**config.mk**
```make
export PLATFORM = sky130hd
export DESIGN_NAME = pipe_stage_reg
export DESIGN_NICKNAME = d
export VERILOG_FILES = /design/src/rtl/pipe_stage_reg.sv
export SDC_FILE = /design/constraint.sdc
export NUM_CORES = 1
export LEC_CHECK = 0
export CAP_MARGIN = 20
export CORE_AREA = 2 2 175 177
export DETAILED_ROUTE_END_ITERATION = 7
export DIE_AREA = 0 0 177 179
export SLEW_MARGIN = 0
export SYNTH_ARGS = -nofsm -noshare
export SYNTH_HDL_FRONTEND = slang
export SYNTH_SLANG_ARGS = --single-unit
```
**constraint.sdc**
```tcl
create_clock -name clk -period 1.66 [get_ports clk]
set_input_delay 0.166 -clock clk [delete_from_list [all_inputs] [get_ports clk]]
set_output_delay 0.166 -clock clk [all_outputs]
set_load 0.02 [all_outputs]
```
**src/rtl/pipe_stage_reg.sv**
```systemverilog
// ---------------------------------------------------------------------------
// pipe_stage_reg
//
// One pipeline-stage register with stall, flush (bubble insertion) and
// exception redirect, plus small performance/debug counters.
//
// Update priority on each rising clk edge:
//   reset > req > enable&flush > enable > hold
//
// Ports
//   clk                  single clock, all state updates on rising edge
//   reset                synchronous active-high reset
//   enable               1 = stage advances, 0 = stage holds (stall)
//   req                  exception/interrupt redirect to HANDLER_PC
//   flush                insert a bubble when advancing (ignored on stall)
//   in_valid/in_pc/in_bd/in_exccode/in_a3/in_payload
//                        upstream slot contents
//   out_valid/out_pc/out_bd/out_exccode/out_a3/out_payload
//                        registered stage contents (one-cycle latency)
//   bubble_cnt           bubbles inserted by flush or req, saturating
//   hold_cnt             current run of consecutive stall cycles, saturating
//   stall_wdog           sticky: hold_cnt reached STALL_LIMIT; only reset clears
// ---------------------------------------------------------------------------
module pipe_stage_reg #(
    parameter int unsigned PAYLOAD_W        = 160,
    parameter logic [31:0] RESET_PC         = 32'h0000_3000,
    parameter logic [31:0] HANDLER_PC       = 32'h0000_4180,
    parameter bit          KEEP_PC_ON_FLUSH = 1'b1,
    parameter int unsigned CNT_W            = 16,
    parameter int unsigned STALL_LIMIT      = 1023
) (
    input  logic                 clk,
    input  logic                 reset,
    input  logic                 enable,
    input  logic                 req,
    input  logic                 flush,
    input  logic                 in_valid,
    input  logic [31:0]          in_pc,
    input  logic                 in_bd,
    input  logic [4:0]           in_exccode,
    input  logic [4:0]           in_a3,
    input  logic [PAYLOAD_W-1:0] in_payload,
    output logic                 out_valid,
    output logic [31:0]          out_pc,
    output logic                 out_bd,
    output logic [4:0]           out_exccode,
    output logic [4:0]           out_a3,
    output logic [PAYLOAD_W-1:0] out_payload,
    output logic [CNT_W-1:0]     bubble_cnt,
    output logic [CNT_W-1:0]     hold_cnt,
    output logic                 stall_wdog
);

    localparam logic [CNT_W-1:0] CNT_MAX   = '1;
    localparam logic [CNT_W-1:0] CNT_ONE   = CNT_W'(1);
    localparam logic [CNT_W-1:0] LIMIT_VAL = CNT_W'(STALL_LIMIT);

    // Stage state
    logic                 valid_reg,   valid_next;
    logic [31:0]          pc_reg,      pc_next;
    logic                 bd_reg,      bd_next;
    logic [4:0]           exccode_reg, exccode_next;
    logic [4:0]           a3_reg,      a3_next;
    logic [PAYLOAD_W-1:0] payload_reg, payload_next;

    // Counters and watchdog
    logic [CNT_W-1:0]     bubble_reg,  bubble_next;
    logic [CNT_W-1:0]     hold_reg,    hold_next;
    logic                 wdog_reg,    wdog_next;

    // Saturating increments, computed once and shared by the next-state logic
    logic [CNT_W-1:0]     bubble_inc;
    logic [CNT_W-1:0]     hold_inc;

    // PC/BD carried into a flush bubble: kept for precise exception
    // reporting, or zeroed when the downstream logic wants a clean bubble.
    logic [31:0]          flush_pc;
    logic                 flush_bd;

    generate
        if (KEEP_PC_ON_FLUSH) begin : g_keep_pc
            assign flush_pc = in_pc;
            assign flush_bd = in_bd;
        end else begin : g_zero_pc
            assign flush_pc = 32'h0;
            assign flush_bd = 1'b0;
        end
    endgenerate

    assign bubble_inc = (bubble_reg == CNT_MAX) ? bubble_reg : bubble_reg + CNT_ONE;
    assign hold_inc   = (hold_reg   == CNT_MAX) ? hold_reg   : hold_reg   + CNT_ONE;

    always_comb begin
        // Default: hold everything (stall path)
        valid_next   = valid_reg;
        pc_next      = pc_reg;
        bd_next      = bd_reg;
        exccode_next = exccode_reg;
        a3_next      = a3_reg;
        payload_next = payload_reg;
        bubble_next  = bubble_reg;
        hold_next    = hold_reg;
        wdog_next    = wdog_reg;

        if (req) begin
            // Redirect wins over enable/flush and counts as a bubble
            valid_next   = 1'b0;
            pc_next      = HANDLER_PC;
            bd_next      = 1'b0;
            exccode_next = 5'd0;
            a3_next      = 5'd0;
            payload_next = '0;
            bubble_next  = bubble_inc;
            hold_next    = '0;
        end else if (enable) begin
            hold_next = '0;
            if (flush) begin
                valid_next   = 1'b0;
                pc_next      = flush_pc;
                bd_next      = flush_bd;
                exccode_next = 5'd0;
                a3_next      = 5'd0;
                payload_next = '0;
                bubble_next  = bubble_inc;
            end else begin
                valid_next   = in_valid;
                pc_next      = in_pc;
                bd_next      = in_bd;
                exccode_next = in_exccode;
                a3_next      = in_a3;
                payload_next = in_payload;
            end
        end else begin
            // Stall: flush is deliberately ignored so the held slot survives
            hold_next = hold_inc;
            if (hold_inc == LIMIT_VAL) begin
                wdog_next = 1'b1;
            end
        end
    end

    always_ff @(posedge clk) begin
        if (reset) begin
            valid_reg   <= 1'b0;
            pc_reg      <= RESET_PC;
            bd_reg      <= 1'b0;
            exccode_reg <= 5'd0;
            a3_reg      <= 5'd0;
            payload_reg <= '0;
            bubble_reg  <= '0;
            hold_reg    <= '0;
            wdog_reg    <= 1'b0;
        end else begin
            valid_reg   <= valid_next;
            pc_reg      <= pc_next;
            bd_reg      <= bd_next;
            exccode_reg <= exccode_next;
            a3_reg      <= a3_next;
            payload_reg <= payload_next;
            bubble_reg  <= bubble_next;
            hold_reg    <= hold_next;
            wdog_reg    <= wdog_next;
        end
    end

    assign out_valid   = valid_reg;
    assign out_pc      = pc_reg;
    assign out_bd      = bd_reg;
    assign out_exccode = exccode_reg;
    assign out_a3      = a3_reg;
    assign out_payload = payload_reg;
    assign bubble_cnt  = bubble_reg;
    assign hold_cnt    = hold_reg;
    assign stall_wdog  = wdog_reg;

endmodule
```
# After elaboration in Yosys (flattened, before gate mapping)
# Cells that the tools add are included.
[classes] n_addsub=2 n_eq_ne=3 n_mux=11 bitwise=2 n_reduce_logical=6
[op_table] operator="160-bit two-way mux" n=1
[op_table] operator="16-bit two-way mux" n=5
[op_table] operator="16-bit by 1-bit adder with 16-bit output, second input constant" n=2
[op_table] operator="16-bit == test, second input constant" n=2
[op_table] operator="15-bit two-way mux" n=2
[op_table] operator="16-bit by 10-bit == test with 1-bit output, second input constant" n=1
[op_table] operator="5-bit two-way mux" n=2
[op_table] operator="2-bit nonzero test" n=2
[op_table] operator="3-bit AND reduction" n=1
[op_table] operator="3-bit OR reduction" n=1
[op_table] operator="1-bit inverter" n=2
[op_table] operator="2-bit AND reduction" n=1
[op_table] operator="2-bit OR reduction" n=1
[op_table] operator="1-bit two-way mux" n=1
[totals] reg_bits=237 out_inout_bits=237

# Depth between registers and ports, before layout
# Gate-level depths: netlist (run 1).
[depth] ltp_word=5 ltp_mapped=8

# Worst setup path before layout (run 1)
# No wires, ideal clock.
[synth_timing] path_type="register -> register" from="register hold_reg[0], in the netlist hold_cnt[0]" to="register wdog_reg, in the netlist stall_wdog" setup_time_ns=0.073 arrival_ns=1.847 setup_slack_ns=-0.261 stages_incl_launch_ff=8 n_path_buf=0 synth_period_minus_slack_ns=1.921 path_cell_list="dfxtp_1 > ha_1 > nand3_1 > or4b_4 > nand3_2 > xor2_2 > nand3_1 > o22ai_2"
[synth_via] elab_chain_len=4
[synth_rtl] element="start, declared" line="68" text="logic [CNT_W-1:0] hold_reg, hold_next;"
[synth_rtl] element="start signal, assigned" line="161" text="hold_reg <= hold_next;"
[synth_rtl] element="16-bit by 1-bit adder with 16-bit output / 16-bit == test (equally long branches)" line="91" text="assign hold_inc = (hold_reg == CNT_MAX) ? hold_reg : hold_reg + CNT_ONE;"
[synth_rtl] element="16-bit two-way mux (*)" line="91"
[synth_rtl] element="16-bit by 10-bit == test with 1-bit output (*)" line="136" text="if (hold_inc == LIMIT_VAL) begin"
[synth_rtl] element="3-bit AND reduction (no source line) (*)"
[synth_rtl] element="end signal, assigned" line="162" text="wdog_reg <= wdog_next;"
[synth_rtl] element="end, declared" line="69" text="logic wdog_reg, wdog_next;"
# Mark *: on every way between the ends. The rest lies on a longest branch, timed or not.
# A chain may end at the register's enable or synchronous reset.

# Final worst setup path (run 1)
# Same ends and word-level chain as after synthesis.

==> results of run 1 <==
power groups by stage:
stage / logic (mW) / clock network [mW] / registers, mW
finish: 1.26 / 5.75 / 5.88
detailed placement: 1.35 / 0 / 6.00
global placement: 1.34 / 0 / 6.01
floorplan: 0.283 / 0 / 6.15
global route: 1.35 / 6.18 / 5.89
CTS: 1.28 / 5.92 / 5.88
worst max-delay path: stages, from the launching register on:
cell,delay (ns)
dfxtp_4,0.36
ha_4,0.16
nand3_4,0.10
or4b_4,0.54
nand3_2,0.10
xor2_2,0.16
nand3_1,0.11
o22ai_2,0.09
logic make-up after synthesis:
family / Yosys count / share of synthesized area
AO/OA/AOI/OAI: 195 / 0.211
multiplexers: 34 / 0.0434
adder cells (fa/ha/maj): 2 / 0.00318
buffers and inverters: 58 / 0.0304
AND/OR/NAND/NOR: 135 / 0.0837
XOR/XNOR: 22 / 0.0254
flip-flops: 237 / 0.603
registers in the layout, summed over array words and instances, names as in the netlist:
signal / count
stall_wdog: 1
out_a3: 5
out_payload: 160
bubble_cnt: 16
out_pc: 32
hold_cnt: 16
out_valid: 1
out_bd: 1
out_exccode: 5
cell usage in the layout, fill, tap and decap left out, types with 4 or more instances in the layout:
master           synthesis  routed
nand3_1                 17      14
inv_1                    6       6
clkdlybuf4s50_1          0     207
mux2i_1                 33      33
dlymetal6s2s_1           0      17
nand2_1                 12      11
buf_12                   0      12
dlygate4sd2_1            0     220
nand4_1                  9       9
o21ai_0                  6       6
xor2_1                   8       8
xnor2_1                 13      13
clkinv_2                 0       8
clkbuf_8                 0       4
clkbuf_1                34       5
buf_4                    1      77
clkbuf_16                0      26
dfxtp_2                  0      16
nor2_1                  66      64
dfxtp_1                237     218
a22o_1                 171     171
a21oi_1                  5       4
metal layers:
| metal | part of all wire | wire length (um) | vias to the layer above |
|---|---|---|---|
| met3 | 0.080 | 2230 | 32 |
| met1 | 0.41 | 11400 | 3343 |
| met4 | 0.015 | 404 | 0 |
| met2 | 0.49 | 13700 | 244 |
| met5 | 0 | 0 | - |
| li1 | - | - | 3542 |
area by class of cell:
cell class	instances	area, um2	area share
clock buffers	35	724	0.0510
clock inverters	12	125	0.00880
inverters	6	22.5	0.00158
multi-input cells	388	3030	0.213
flip-flops and latches	237	4780	0.336
well taps	396	495	0.0348
repair buffers	535	5040	0.355
worst min path at each step:
stage,from,endpoint,slack [ns],depth (start not counted)
after CTS,in_payload[136],out_payload[136]$_SDFFE_PP0P_,0.19,2
after detailed placement,out_payload[46]$_SDFFE_PP0P_,out_payload[46]$_SDFFE_PP0P_,0.45,1
after global placement,out_payload[56]$_SDFFE_PP0P_,out_payload[56]$_SDFFE_PP0P_,0.46,1
after floorplan,req,out_pc[12]$_SDFFE_PP1P_,0.27,1
final,in_payload[93],out_payload[93]$_SDFFE_PP0P_,0.22,2
after global routing,in_payload[56],out_payload[56]$_SDFFE_PP0P_,0.19,2
metrics by stage:
| stage | setup TNS (ns) | cells | total power, mW | area [um2] | util |
|---|---|---|---|---|---|
| global route | -0.334 | 1609 | 13.4 | 14200 | 0.473 |
| CTS | -0.0304 | 1608 | 13.1 | 14100 | 0.471 |
| finish | -0.0491 | 1609 | 12.9 | 14200 | 0.473 |
| detailed placement | -46.02 | 1560 | 7.35 | 13500 | 0.451 |
| floorplan | -0.0807 | 683 | 6.44 | 8000 | - |
| global placement | -37.85 | 1560 | 7.34 | 13500 | 0.451 |
timing repair:
| action | 4_1_cts | 5_1_grt |
|---|---|---|
| hold buffers | 1 | 0 |
| hold endpoints to repair | 1 | 0 |
| buffers inserted | 0 | 1 |
| pin swaps | 3 | 9 |
| setup endpoints to repair | 222 | 30 |
| resized for setup | 221 | 25 |
==> flow_metrics.py, run 1 <==
metrics = {
    "worst_setup_path": {
        "path_max_fanout": 3,
        "cp-endpoint": "stall_wdog$_SDFFE_PP0P_",
        "ff2ff_setup_slack_ns": -0.03,
        "cp.required_ns": 2.12,
        "cp-start-kind": "register",
        "startpoint": "hold_cnt[0]$_SDFF_PP0_",
        "r2r_end": "stall_wdog$_SDFFE_PP0P_",
        "path_class": "register to register",
        "r2r_start": "hold_cnt[0]$_SDFF_PP0_",
        "endpoint_kind": "register",
        "cp.arrival_ns": 2.15,
        "reg2reg_depth": 7,
    },
    "clock_network": {
        "cts_tree": "built",
        "cts_made_buffers": 26,
        "cts_root_buf": "clkbuf_16",
        "clk_latency_ns": 0.53,
        "cts_max_level": 1,
        "cts_buffer_depth": 3,
        "path_clk_slew_ns": 0.06,
        "clkSinkCount": 237,
    },
    "grt": {
        "overflow": 0,
        "grt_max_degree": 36,
        "grtUsageMet3": 0.0494,
        "antenna_found_initial": 0,
        "met1_usage": 0.203,
        "grt-busiest-layer": "met2",
        "met2_usage": 0.274,
        "grt_first_pass_wirelength_um": 40900,
        "grt_use_total": 0.162,
        "grt_pass1_vias": 7165,
    },
    "logic_synthesis": {
        "synth_cell_types": 43,
        "yosysTopAreaCellShare": 0.603,
        "async_flop_share": 0,
        "synth_area_mm2": 0.00787,
        "synth_area_leaders": "dfxtp_1, a22o_1, mux2i_1",
        "ys_seq_area_frac": 0.603,
        "synth-warning-count": 0,
        "synth_common_cells": "dfxtp_1, a22o_1, nor2_1, clkbuf_1, mux2i_1",
        "synth_top_area_cell": "dfxtp_1",
        "synth_edf_count": 0,
        "syn_nets": 894,
        "synth.most_common_cell": "dfxtp_1",
        "synthCells": 683,
        "ys_ff_latch": 237,
        "ys.flop_type": "dfxtp_1",
        "synth.avg_cell_area_um2": 11.5,
    },
    "power": {
        "p_int_mw": 9.94,
        "p_clk_frac": 0.446,
        "vdd_ir_drop_max_mv": 0.711,
        "swShare": 0.229,
        "p_seq_frac": 0.456,
        "power.switching_mw": 2.95,
        "combPwrFrac": 0.098,
        "power_density_mw_per_mm2": 907,
        "leakagePower_nw": 6.80,
    },
    "final_layout": {
        "fin_nets": 1405,
        "syn_to_final_growth_pct": 80.6,
        "antenna_cells": 0,
        "fillers": 2869,
        "drive_gt1_frac": 0.147,
    },
    "timing": {
        "hold-worst-slack_ns": 0.224,
        "drv_slew": 0,
        "tightest_slew_ns": 0.518,
        "final_hold_viol_count": 0,
        "slew_headroom": 0.655,
        "finalCritPeriodShare": 1.02,
        "max_clock_freq_mhz": 591,
        "grt_setup_unrepaired": "yes",
        "skew_ns": 0.00309,
        "layout_setup_ws_ns": -0.0312,
        "finalSetupViolations": 2,
        "period_minus_slack_ns": 1.69,
    },
    "detailed_routing": {
        "viasPerCell": 4.45,
        "drtAntennaViolNets": 0,
        "wl_per_cell_um": 17.2,
        "drcViolationCount": 0,
        "wirelength_um": 27700,
        "dr.first_iter.drc_count": 317,
        "num_vias": 7161,
        "dr.pass1.iters": 4,
    },
    "floorplan": {
        "fp.dieH_um": 179,
        "start_util": 0.262,
        "rows": 64,
        "die_x_um": 177,
        "die_area_mm2": 0.0317,
        "core_region_area_mm2": 0.0300,
        "pin_count": 446,
    },
    "run": {
        "drv_cap": 0,
    },
    "placed_design": {
        "pre_cts_ws_ns": -0.318,
        "routabilityCongestion": 0.815,
        "port_buffers": 445,
        "hpwlAfterDp_um": 20600,
    },
    "run_status": {
        "status": "finished, violations left",
        "violations": "setup timing",
    },
    "worst_hold_path": {
        "hp-class": "primary input to register",
    },
}
No activity file was read; power rests on OpenSTA's default activity.
==> inputs of run 2 (changes only) <==
--- a/config.mk
+++ b/config.mk
@@ -9,6 +9,8 @@
 export CORE_AREA = 2 2 175 177
 export DETAILED_ROUTE_END_ITERATION = 7
 export DIE_AREA = 0 0 177 179
+export REMOVE_ABC_BUFFERS = 1
+export SETUP_SLACK_MARGIN = 0.5
 export SLEW_MARGIN = 0
 export SYNTH_ARGS = -nofsm -noshare
 export SYNTH_HDL_FRONTEND = slang
==> run 2 against run 1 <==
The run still ends with setup timing left. Worst setup slack worse by 0.014 ns. Fmax down 0.83%. Die area unchanged. Combinational power is 20% higher. Non-clock buffer count grew 93.
==> flow_metrics.py, run 2 (same netlist as run 1, synthesis figures left out) <==
metrics = {
    "clock_network": {
        "cts_tree": "built",
        "cts_root_buf": "clkbuf_16",
        "clk_latency_ns": 0.54,
        "path_clk_slew_ns": 0.06,
        "cts_max_level": 1,
        "cts_buffer_depth": 3,
        "clkSinkCount": 237,
        "cts_made_buffers": 28,
    },
    "timing": {
        "slew_headroom": 0.649,
        "layout_setup_ws_ns": -0.0452,
        "max_clock_freq_mhz": 586,
        "final_hold_viol_count": 0,
        "drv_slew": 0,
        "finalCritPeriodShare": 1.03,
        "skew_ns": 0.0130,
        "finalSetupViolations": 2,
        "tightest_slew_ns": 0.527,
        "period_minus_slack_ns": 1.71,
        "grt_setup_unrepaired": "yes",
        "setup_tns_ns": -0.0827,
    },
    "worst_setup_path": {
        "crit_slowest_cell": "or4b_4",
        "ff2ff_setup_slack_ns": -0.05,
        "cp.arrival_ns": 2.13,
        "crit_path_max_incr_delay_ns": 0.58,
        "reg2reg_depth": 7,
        "r2r_end": "hold_cnt[11]$_SDFF_PP0_",
        "endpoint_kind": "register",
        "r2r_start": "hold_cnt[0]$_SDFF_PP0_",
        "cp-start-kind": "register",
        "path_class": "register to register",
        "path_max_fanout": 3,
        "cp.required_ns": 2.09,
        "crit_chain": "ha_4 -> nand3_4 -> or4b_4 -> nand3_4 -> xor2_2 -> buf_4 -> nor2_1",
        "startpoint": "hold_cnt[0]$_SDFF_PP0_",
        "path_common_cell": "nand3_4",
    },
    "detailed_routing": {
        "dr.first_iter.drc_count": 299,
        "wirelength_um": 30500,
        "num_vias": 7893,
        "drcViolationCount": 0,
        "wl_per_cell_um": 17.9,
        "viasPerCell": 4.63,
        "drtAntennaViolNets": 0,
        "dr.pass1.iters": 5,
    },
    "power": {
        "power_mw": 13.3,
        "vdd_ir_drop_max_mv": 0.706,
        "leakagePower_nw": 6.91,
        "power_density_mw_per_mm2": 815,
    },
    "final_layout": {
        "layout_common_cells": "buf_6, dfxtp_2, clkdlybuf4s50_1, a22o_1, buf_4",
        "layout_commonest_cell": "buf_6",
        "antenna_cells": 0,
        "fillers": 2550,
        "layout.cells.non_filler": 1704,
        "fin_nets": 1501,
        "drive_gt1_frac": 0.587,
        "largest_reg_flops": 160,
        "syn_to_final_growth_pct": 107,
    },
    "grt": {
        "grt_use_total": 0.179,
        "overflow": 0,
        "grt-busiest-layer": "met2",
        "grt_pass1_vias": 7866,
        "met1_usage": 0.213,
        "antenna_found_initial": 0,
        "grtUsageMet3": 0.0551,
        "grt_first_pass_wirelength_um": 44700,
        "grt_max_degree": 40,
        "met2_usage": 0.309,
    },
    "placed_design": {
        "port_buffers": 445,
        "routabilityCongestion": 0.807,
        "dp_cells": 1561,
        "hpwlAfterDp_um": 21300,
    },
    "worst_hold_path": {
        "hp-class": "primary input to register",
        "hold_path_depth": 3,
        "min_from": "req",
        "hold_path_end": "out_pc[12]$_SDFFE_PP1P_",
    },
    "floorplan": {
        "core_region_area_mm2": 0.0300,
        "pin_count": 446,
        "die_area_mm2": 0.0317,
        "start_util": 0.262,
        "die_x_um": 177,
        "rows": 64,
        "fp.dieH_um": 179,
    },
    "run_status": {
        "status": "finished, violations left",
        "violations": "setup timing",
    },
    "run": {
        "drv_cap": 0,
    },
}
[run 2: cell types whose count changed in the layout (fill, tap and decap cells not counted), sizes merged]
cell	previous run	this run
clkinvlp	0	2
clkbuf	35	43
bufinv	2	0
a31o	1	2
clkinv	9	4
dlymetal6s2s	17	0
dlygate4sd2	220	1
clkdlybuf4s50	207	204
buf	90	420
[run 2: worst max-delay path by stage]
stage / end / slack, ns / depth (start not counted)
3_5_place_dp: out_payload[5]$_SDFFE_PP0P_ / -0.37 / 6
2_1_floorplan: out_a3[0]$_SDFFE_PP0P_ / -9.20 / 3
5_1_grt: hold_cnt[13]$_SDFF_PP0_ / -0.09 / 7
6_report: hold_cnt[11]$_SDFF_PP0_ / -0.05 / 7
4_1_cts: stall_wdog$_SDFFE_PP0P_ / -0.03 / 7
3_3_place_gp: out_payload[149]$_SDFFE_PP0P_ / -0.35 / 6
[run 2: critical path: cells and delay by family, from the launching register on]
kind / cells / cell delay (ns)
and+or+nand+nor: 4 / 0.78
DFF: 1 / 0.36
xor gates and xnor gates: 1 / 0.17
adders and majority gates: 1 / 0.16
buffers and inverters: 1 / 0.13
[run 2: metrics by stage]
step / utilization / worst slack [ns] / hold WS, ns / instance area, um2
6_report: 0.543 / -0.0452 / 0.0433 / 16300
5_1_grt: 0.543 / -0.0858 / 0.0417 / 16300
4_1_cts: 0.533 / -0.0286 / 0.0613 / 16000
3_5_place_dp: 0.447 / -0.371 / 0.453 / 13400
3_3_place_gp: 0.447 / -0.353 / 0.455 / 13400
2_1_floorplan: - / -9.20 / 0.235 / 7660
[run 2: layer usage]
| metal | wire [um] | vias up |
|---|---|---|
| met5 | 0 | - |
| met4 | 692 | 0 |
| met3 | 2820 | 46 |
| met2 | 15200 | 354 |
| met1 | 11900 | 3764 |
| li1 | - | 3729 |
[run 2: power by group]
| group | leakage (nW) | switching (mW) | internal, mW | total (mW) |
|---|---|---|---|---|
| clock network | 0.434 | 2.38 | 3.48 | 5.87 |
| logic | 4.44 | 0.565 | 0.944 | 1.51 |
| registers | 2.04 | 0.0947 | 5.83 | 5.92 |
| total | 6.91 | 3.04 | 10.3 | 13.3 |
[run 2: cell type report]
class	instances	area, um2	share of cell area
Clock buffer	41	841	0.0515
Clock inverter	7	47.5	0.00291
Inverter	6	22.5	0.00138
Multi-Input combinational cell	389	3370	0.206
Sequential cell	237	5060	0.310
Tap cell	396	495	0.0304
Timing Repair Buffer	628	6480	0.397
[run 2: repair_timing]
item                                    in CTS  in global routing
hold endpoints to repair                     0                  1
pin swaps                                   49                 23
endpoints found under the setup margin     441                409
gates cloned                                 3                  0
hold buffers                                 0                  1
gates resized for setup                   1806                 24
buffers inserted                            65                 26
==> inputs of run 3 (changes only) <==
--- a/config.mk
+++ b/config.mk
@@ -9,6 +9,7 @@
 export CORE_AREA = 2 2 175 177
 export DETAILED_ROUTE_END_ITERATION = 7
 export DIE_AREA = 0 0 177 179
+export HOLD_SLACK_MARGIN = 0.05
 export REMOVE_ABC_BUFFERS = 1
 export SETUP_SLACK_MARGIN = 0.5
 export SLEW_MARGIN = 0
==> run 3 against run 2 <==
The run still ends with setup timing left. Fmax rose by 0.12%. Register-to-register slack about the same. Global-route usage unchanged. Clock power barely moved. Worst hold slack improved by 0.032 ns. Largest power group unchanged.
==> flow_metrics.py, run 3 (same netlist as run 1, synthesis figures left out) <==
metrics = {
    "run_status": {
        "status": "finished, violations left",
        "violations": "setup timing",
    },
    "placed_design": {
        "routabilityCongestion": 0.807,
        "dp_cells": 1561,
        "port_buffers": 445,
        "hpwlAfterDp_um": 21300,
        "placed_area_mm2": 0.0134,
    },
    "worst_setup_path": {
        "ff2ff_setup_slack_ns": -0.04,
        "reg2reg_depth": 7,
        "r2r_start": "hold_cnt[0]$_SDFF_PP0_",
        "crit_slowest_cell": "or4b_4",
        "path_class": "register to register",
        "cp.arrival_ns": 2.13,
        "endpoint_kind": "register",
        "path_max_fanout": 3,
        "path_common_cell": "nand3_4",
        "crit_chain": "ha_4 -> nand3_4 -> or4b_4 -> nand3_4 -> xor2_2 -> buf_4 -> nor2_1",
        "cp-start-kind": "register",
        "cpLargestDelayFamily": "simple AND/OR/NAND/NOR gates",
        "cp.required_ns": 2.08,
        "r2r_end": "hold_cnt[11]$_SDFF_PP0_",
        "path_buf_inv": 1,
        "crit_path_max_incr_delay_ns": 0.58,
    },
    "timing": {
        "drv_slew": 0,
        "final_hold_viol_count": 0,
        "period_minus_slack_ns": 1.70,
        "slew_headroom": 0.649,
        "skew_ns": 0.0122,
        "finalSetupViolations": 2,
        "tightest_slew_ns": 0.526,
        "layout_setup_ws_ns": -0.0433,
        "setup_tns_ns": -0.0798,
        "max_clock_freq_mhz": 587,
        "finalCritPeriodShare": 1.03,
        "grt_setup_unrepaired": "yes",
    },
    "power": {
        "vdd_ir_drop_max_mv": 0.706,
        "leakagePower_nw": 6.91,
        "power_density_mw_per_mm2": 815,
    },
    "final_layout": {
        "layout_commonest_cell": "buf_6",
        "fillers": 2556,
        "syn_to_final_growth_pct": 107,
        "postLayoutCellArea_mm2": 0.0163,
        "layout.cells.non_filler": 1704,
        "layout_common_cells": "buf_6, dfxtp_2, clkdlybuf4s50_1, a22o_1, buf_4",
        "largest_reg_flops": 160,
        "antenna_cells": 0,
        "drive_gt1_frac": 0.587,
        "fin_util": 0.543,
        "fin_nets": 1501,
    },
    "clock_network": {
        "cts_made_buffers": 28,
        "path_clk_slew_ns": 0.06,
        "cts_max_level": 1,
        "clk_latency_ns": 0.54,
        "cts_tree": "built",
        "cts_buffer_depth": 3,
        "cts_root_buf": "clkbuf_16",
        "clkSinkCount": 237,
    },
    "floorplan": {
        "core_region_area_mm2": 0.0300,
        "rows": 64,
        "pin_count": 446,
        "die_x_um": 177,
        "fp.dieH_um": 179,
        "die_area_mm2": 0.0317,
        "start_util": 0.262,
    },
    "detailed_routing": {
        "drcViolationCount": 0,
        "num_vias": 7854,
        "viasPerCell": 4.61,
        "drtAntennaViolNets": 0,
        "dr.first_iter.drc_count": 309,
        "wl_per_cell_um": 17.9,
        "wirelength_um": 30500,
        "dr.pass1.iters": 4,
    },
    "grt": {
        "grt_use_total": 0.179,
        "grt_pass1_vias": 7866,
        "antenna_found_initial": 0,
        "grt_max_degree": 40,
        "overflow": 0,
        "grt_first_pass_wirelength_um": 44700,
    },
    "run": {
        "drv_cap": 0,
    },
    "worst_hold_path": {
        "hold_path_depth": 3,
        "hold_path_end": "out_pc[25]$_SDFFE_PP0P_",
        "hp-class": "primary input to register",
        "min_from": "enable",
    },
}
[run 3: cell counts in the layout (fill, tap and decap cells not counted)]
Identical to the previous run, type by type.
[run 3: per-layer routing]
| layer | GRT usage | vias to the layer above | part of all wire |
|---|---|---|---|
| met2 | 0.309 | 337 | 0.50 |
| met5 | 0 | - | 0 |
| met4 | 0.0499 | 0 | 0.023 |
| met1 | 0.213 | 3741 | 0.39 |
| met3 | 0.0551 | 46 | 0.092 |
| li1 | - | 3730 | - |
[run 3: timing repair]
| item | CTS | global route |
|---|---|---|
| gates cloned | 3 | 0 |
| setup endpoints to repair | 441 | 409 |
| hold endpoints to repair | 0 | 2 |
| hold buffers | 0 | 1 |
| resized for setup | 1806 | 24 |
| buffers inserted | 65 | 26 |
| pin swaps | 49 | 23 |
[run 3: power breakdown]
part	internal, mW	switching [mW]	leakage (nW)	total [mW]
Sequential	5.83	0.0947	2.04	5.92
Clock	3.48	2.39	0.434	5.87
Combinational	0.944	0.565	4.44	1.51
[run 3: worst register-to-register path, cell delays in order (launching register included)]
cell	delay, ns
dfxtp_2	0.36
ha_4	0.16
nand3_4	0.09
or4b_4	0.58
nand3_4	0.08
xor2_2	0.17
buf_4	0.13
nor2_1	0.03
[run 3: how the worst max path moves through the flow]
| stage | start | to | slack, ns | cells after the start |
|---|---|---|---|---|
| floorplan | req | out_a3[0]$_SDFFE_PP0P_ | -9.20 | 3 |
| global placement | req | out_payload[149]$_SDFFE_PP0P_ | -0.35 | 6 |
| detailed placement | req | out_payload[5]$_SDFFE_PP0P_ | -0.37 | 6 |
| CTS | hold_cnt[1]$_SDFF_PP0_ | stall_wdog$_SDFFE_PP0P_ | -0.03 | 7 |
| global route | hold_cnt[1]$_SDFF_PP0_ | hold_cnt[13]$_SDFF_PP0_ | -0.09 | 7 |
| finish | hold_cnt[0]$_SDFF_PP0_ | hold_cnt[11]$_SDFF_PP0_ | -0.04 | 7 |
[run 3: layout make-up]
| class | instances | area (um2) | share of cell area |
|---|---|---|---|
| clock buffer | 41 | 841 | 0.0515 |
| multi-input combinational | 389 | 3370 | 0.206 |
| timing repair buffer | 628 | 6480 | 0.397 |
| tap | 396 | 495 | 0.0304 |
| inverter | 6 | 22.5 | 0.00138 |
| sequential | 237 | 5060 | 0.310 |
| clock inverter | 7 | 47.5 | 0.00291 |
[run 3: per-stage QoR]
stage,setup slack (ns),hold WS [ns],power (mW)
2_1_floorplan,-9.20,0.235,6.41
3_3_place_gp,-0.353,0.455,7.35
3_5_place_dp,-0.371,0.453,7.37
4_1_cts,-0.0286,0.0613,13.4
5_1_grt,-0.0858,0.0624,13.8
6_report,-0.0433,0.0749,13.3
